`config.mk`:
```
export PLATFORM = sky130hd
export DESIGN_NAME = filtro_antirrebote
export DESIGN_NICKNAME = d
export VERILOG_FILES = /design/src/rtl/filtro_antirrebote.sv
export SDC_FILE = /design/constraint.sdc
export NUM_CORES = 1
export LEC_CHECK = 0
export CORE_ASPECT_RATIO = 0.7
export CORE_MARGIN = 2
export CORE_UTILIZATION = 62
export DETAILED_ROUTE_END_ITERATION = 7
export PLACE_DENSITY = 0.82
export SETUP_SLACK_MARGIN = 0.05
export SYNTH_ARGS = -nofsm -noshare
export SYNTH_HDL_FRONTEND = slang
export SYNTH_SLANG_ARGS = --single-unit
```
`constraint.sdc`:
```
create_clock -name clock -period 2.7 [get_ports clock]
set_clock_uncertainty 0.2 [all_clocks]
set_input_delay 0.675 -clock clock [delete_from_list [all_inputs] [get_ports clock]]
set_output_delay 0.675 -clock clock [all_outputs]
set_load 0.01 [all_outputs]
```
`src/rtl/filtro_antirrebote.sv`:
```
// Push-button debouncer: two-flop synchronizer, stability counter and a
// four-state confirm FSM producing a registered clean level.
module filtro_antirrebote #(
  parameter int CICLOS_ESTABLE = 500000,
  parameter int ANCHO_CONTADOR = 20,
  parameter int ACTIVO_ALTO    = 1
) (
  input  logic       clock,
  input  logic       reset,
  input  logic       botonSucio,
  output logic       botonLimpio,
  output logic       estable,
  output logic [1:0] estado_o
);

  typedef enum logic [1:0] {
    REPOSO           = 2'd0,
    CONFIRMA_PRESION = 2'd1,
    PRESIONADO       = 2'd2,
    CONFIRMA_LIBERA  = 2'd3
  } estado_t;

  localparam logic [ANCHO_CONTADOR-1:0] OBJETIVO = ANCHO_CONTADOR'(CICLOS_ESTABLE);
  localparam logic [ANCHO_CONTADOR-1:0] UNO      = ANCHO_CONTADOR'(1);
  localparam logic [ANCHO_CONTADOR-1:0] CERO     = '0;
  localparam logic                      INVIERTE = (ACTIVO_ALTO == 0);

  logic                      sync1_q, sync2_q;
  estado_t                   estado_q, estado_d;
  logic [ANCHO_CONTADOR-1:0] cnt_q, cnt_d;
  logic                      limpio_q, limpio_d;
  logic                      estable_q, estable_d;

  // Polarity is normalised at the first flop so the FSM always sees 1 = pressed.
  always_ff @(posedge clock or posedge reset) begin
    if (reset) begin
      sync1_q <= 1'b0;
      sync2_q <= 1'b0;
    end else begin
      sync1_q <= botonSucio ^ INVIERTE;
      sync2_q <= sync1_q;
    end
  end

  always_ff @(posedge clock or posedge reset) begin
    if (reset) begin
      estado_q  <= REPOSO;
      cnt_q     <= CERO;
      limpio_q  <= 1'b0;
      estable_q <= 1'b1;
    end else begin
      estado_q  <= estado_d;
      cnt_q     <= cnt_d;
      limpio_q  <= limpio_d;
      estable_q <= estable_d;
    end
  end

  always_comb begin
    estado_d = estado_q;
    cnt_d    = cnt_q;
    limpio_d = limpio_q;
    case (estado_q)
      REPOSO: begin
        if (sync2_q) begin
          estado_d = CONFIRMA_PRESION;
          cnt_d    = UNO;
        end else begin
          cnt_d = CERO;
        end
      end
      CONFIRMA_PRESION: begin
        // Any sample back at the old level throws away the whole count.
        if (!sync2_q) begin
          estado_d = REPOSO;
          cnt_d    = CERO;
        end else if (cnt_q == OBJETIVO) begin
          estado_d = PRESIONADO;
          limpio_d = 1'b1;
          cnt_d    = CERO;
        end else begin
          cnt_d = cnt_q + UNO;
        end
      end
      PRESIONADO: begin
        if (!sync2_q) begin
          estado_d = CONFIRMA_LIBERA;
          cnt_d    = UNO;
        end else begin
          cnt_d = CERO;
        end
      end
      CONFIRMA_LIBERA: begin
        if (sync2_q) begin
          estado_d = PRESIONADO;
          cnt_d    = CERO;
        end else if (cnt_q == OBJETIVO) begin
          estado_d = REPOSO;
          limpio_d = 1'b0;
          cnt_d    = CERO;
        end else begin
          cnt_d = cnt_q + UNO;
        end
      end
      default: begin
        estado_d = REPOSO;
        limpio_d = 1'b0;
        cnt_d    = CERO;
      end
    endcase
    estable_d = (estado_d == REPOSO) || (estado_d == PRESIONADO);
  end

  assign botonLimpio = limpio_q;
  assign estable     = estable_q;
  assign estado_o    = estado_q;

endmodule

```
======== Yosys cells after proc, flatten, opt, wreduce, memory -nomap -nowiden ========
Index checks and enable logic that the tools add are counted.
word-level totals
  register bits ........................... 26
  bits of input ports ..................... 3
  output and inout port bits .............. 4
  word-level logic and storage cells ...... 39
operators by class
  $add $sub $neg .......................... 1
  equal/unequal tests ..................... 9
  mux-type cells .......................... 18
  reductions and logical operators ........ 5
operators by type and width
  operator                                                number
  case mux 20 bit (4 select lines)                        1
  two-way mux 20 bit                                      3
  adder 20 x 1 -> 20 bit (second input constant)          1
  equality test 20 x 19 -> 1 bit (second input constant)  1
  two-way mux 2 bit                                       6
  != test 2 bit (second input constant)                   4
  case mux 2 bit (4 select lines)                         1
  equality test 2 bit (second input constant)             3
  two-way mux 1 bit                                       6
  AND reduction 5 bit                                     1
  logical NOT 2 bit                                       2
  equality test 2 x 1 -> 1 bit (second input constant)    1
  case mux 1 bit (2 select lines)                         1
  nonzero test 2 bit                                      1
  logical OR 1 bit                                        1

======== Depth between registers and ports, before layout ========
  word-level depth ........................ 6
  gate-level depth with buffers ........... 6
  mapped depth without buffers ............ 5

======== Worst setup path before layout ========
OpenSTA, ideal clock, no wires.
  kind .................................... register -> register
  from .................................... reg cnt_q[3]
  to ...................................... reg cnt_q[2]
  library setup time ...................... 0.119 ns
  arrival ................................. 1.450 ns
  required time ........................... 2.381 ns
  slack ................................... 0.931 ns
  cell stages (with the launch flop) ...... 7
  path buffers ............................ 2
  clock period less this slack ............ 1.769 ns
  cells stage by stage .................... dfrtp_1 -> buf_2 -> nor4b_1 -> nand3_1 -> o21ai_2 -> buf_4 -> nor2_1
between the ends
  word-level cells in the longest chain between the ends .. 4
  elaborated cells on any way between the ends .. 5
  those cells by class .................... eq/ne (1); mux (4)
RTL lines
  item                                          RTL line  text
  start: declaration                            30        logic [ANCHO_CONTADOR-1:0] cnt_q, cnt_d;
  start signal: assignment                      53        cnt_q <= cnt_d;
  equality test 20 x 19 -> 1 bit (*)            77, 97
  two-way mux 20 bit (*)                        77, 97
  two-way mux 20 bit, on equally long branches  94, 74
  case mux 20 bit (4 select lines) (*)          63        case (estado_q)
  via cnt_d[2]                                  30
Mark *: on every way through the listed nets, which the timed path passes. The rest lies on a longest branch.
A chain may end at the register's enable or synchronous reset.

======== Worst setup path in the final report ========
  from .................................... reg estable_q (netlist: estable)
  to ...................................... out estable
RTL lines
  item                      RTL line  text
  start: declaration        32        logic estable_q, estable_d;
  start signal: assignment  55        estable_q <= estable_d;
  end: declaration          12        output logic estable,
No word-level cell between the ends.

==> flow_summary.toml <==
[route]
drcViolationCount = 0
drtPass1Iterations = 4
drt_wl_total_um = 2440
ant_nets = 0
drt_iter0_drc = 70
avgRoutedWirePerCell_um = 14.3
vias = 939
post_drt_via_cell_ratio = 5.52

[grt]
grt_first_pass_wirelength_um = 4170
antenna_found_initial = 0
grt_max_degree = 27
track_usage_pct = 21.7
grt_pass1_vias = 903
grt-ovfl-total = 0

[clocking]
cts.path.max_buffers = 2
clkTransAtPathRegs_ns = 0.13
cts_sinks = 26
clock_latency_ns = 0.32
postCtsSetupBuffers = 0
cts_resized = 0
cts_tree = "yes"
numCtsBuffers = 3
cts_max_level = 1
cts_root_buffer = "clkbuf_4"
cts_hold_buf = 0

[yosys]
synth_area_leader_cell = "dfrtp_1"
ys_ff_latch = 26
ys_types = 33
ys_top_cells_by_area = "dfrtp_1, xnor2_1, nor2_1, nand4_4, inv_1"
syn_area_mm2 = 0.00137
syn_avg_cell_area_um2 = 10.3
netlist_instances = 133
seq_area_frac_synth_pct = 47.7
ys_warn_count = 0
postSynthNetCount = 138
yosysTopAreaCellShare_pct = 45.7

[power_and_ir_drop]
p_total_uw = 595
max-vdd-ir-drop_mv = 0.273
leakage_nw = 0.563
cellPowerDensity_mw_per_mm2 = 406

[worst_setup_path]
max_stage_delay_ns = 0.54
cp_max_fo = 1
worstSetupEndpointType = "output pin"
worst_setup_path_start_kind = "register"
crit_arrival_ns = 1.37
cp_num_buf_inv = 1
crit_start = "estable$_DFF_PP1_"
required_ns = 1.82
crit_chain = "clkdlybuf4s50_1"
critical_path.top_delay_family = "flip-flops"
crit_type = "reg -> out"
cp_slowest_cell = "dfstp_2"
regToRegStartpoint = "cnt_q[16]$_DFF_PP0_"

[die]
initial_core_util_pct = 64.5
rows = 14
die_w_um = 60.1
coreArea_mm2 = 0.00212
ios = 7
die_height_um = 43.3
die-area_mm2 = 0.00260

[timing]
hold_violations = 0
fmax_mhz = 445
fin_setup_tns_ns = 0
period_minus_slack_ns = 2.24
slew_violations = 0
relSlewSlack_pct = 55.3
min_period_over_period_pct = 83.1
hold_ws_ns = 0.171
rsz0062_at_grt = "no"
worst_pin_slew_ns = 0.670
setup_viol = 0

[layout]
nFillCells = 165
fin_nets = 144
finish.utilization_pct = 69.1
area_growth_pct = 7.14
antenna_cells = 0
drive_gt1_share_pct = 10.9
stdcell_area_mm2 = 0.00147

[place]
place.gp.congestion = 0.860
place_area_mm2 = 0.00144
numPortBuffers = 6
hpwl_um = 1810

[status]
status = "finished clean"

[min_path]
hp-start = "sync1_q$_DFF_PP0_"
min_path_type = "reg -> reg"

[job]
max-cap-violations = 0
==> state kept, by name, indices dropped and copies added (netlist names) <==
signal,cells
cnt_q,20
sync2_q,1
botonLimpio,1
sync1_q,1
estable,1
estado_o,2
==> per-stage QoR <==
| step | setup WS, ns | instances |
|---|---|---|
| after detailed placement | 0.605 | 166 |
| after global routing | 0.377 | 170 |
| after global placement | 0.687 | 166 |
| after CTS | 0.451 | 170 |
| final | 0.455 | 170 |
| after floorplan | 0.931 | 133 |
==> worst paths after layout <==
kind	endpoint	slack (ns)	cells after the start
worst min register to register	sync2_q$_DFF_PP0_	0.17	0
worst min-delay path	sync2_q$_DFF_PP0_	0.17	0
worst max register to register	cnt_q[9]$_DFF_PP0_	0.58	4
worst max-delay path	estable	0.46	1
max in group asynchronous	estable$_DFF_PP1_	1.51	3
min in group asynchronous	cnt_q[17]$_DFF_PP0_	0.51	3
==> cells in the mapped netlist, drive strengths merged <==
cell	instances
xnor2	14
o41ai	1
nor2	22
clkbuf	1
mux2i	3
nand4	5
inv	10
ha	2
nor4b	5
nor4	8
a211oi	1
or2	1
o21ai	2
a21oi	2
buf	5
xor2	2
nand2	5
o2bb2a	1
nor3	6
dfrtp	25
a31o	1
nand4b	1
nand3	8
dfstp	1
and4	1
==> layout by cell type (no fill, tap or decap) <==
master           instances
dfrtp_1                 25
nor2_1                  22
xnor2_1                 14
inv_1                   10
nand3_1                  7
nor4_1                   6
clkdlybuf4s50_1          6
nand2_1                  5
nor3_1                   5
nor4b_1                  4
nand4_1                  3
mux2i_1                  3
clkbuf_4                 3
nand4_4                  2
a21oi_1                  2
xor2_1                   2
ha_1                     2
and4_1                   1
nand4b_1                 1
o21ai_2                  1
nand3_2                  1
nor4_4                   1
nor4b_2                  1
nor3_2                   1
a211oi_1                 1
nor4_2                   1
a31o_2                   1
o21ai_0                  1
or2_2                    1
o41ai_1                  1
o2bb2a_1                 1
clkbuf_1                 1
dfstp_2                  1
buf_4                    1
==> worst reg2reg max path: cells and delay by family, from the launching register on <==
| kind | cells | cell delay (ns) |
|---|---|---|
| AOI/OAI and AO/OA | 1 | 0.63 |
| and+or+nand+nor | 3 | 0.69 |
| DFF | 1 | 0.47 |
==> cell type report <==
type,instances,area [um^2],share of cell area [%]
Clock buffer,4,26.3,1.79
Inverter,10,37.5,2.56
Multi-Input combinational cell,91,642,43.8
Sequential cell,26,652,44.5
Tap cell,32,40.0,2.73
Timing Repair Buffer,7,67.6,4.61
==> layer usage <==
metal	vias up	global-route usage (%)	share of wire (%)
li1	470	-	-
met1	450	30.8	50
met2	17	33.5	46
met3	2	5.49	3.4
met4	0	4.89	0.57
met5	-	0	0
==> where the power goes <==
group	total, mW	internal [mW]	switching, mW
logic	0.0301	0.0113	0.0188
clock network	0.166	0.0578	0.108
registers	0.399	0.395	0.00405
==> cells by family after synthesis <==
| family | count (synthesis) | synth area share [%] |
|---|---|---|
| xor gates and xnor gates | 16 | 10.2 |
| AOI/OAI and AO/OA | 8 | 4.30 |
| buffers and inverters | 16 | 5.40 |
| and+or+nand+nor | 62 | 28.4 |
| adders and majority gates | 2 | 1.83 |
| DFF | 26 | 47.7 |
| muxes | 3 | 2.20 |
Note: power is estimated with default switching activity, not from simulation.
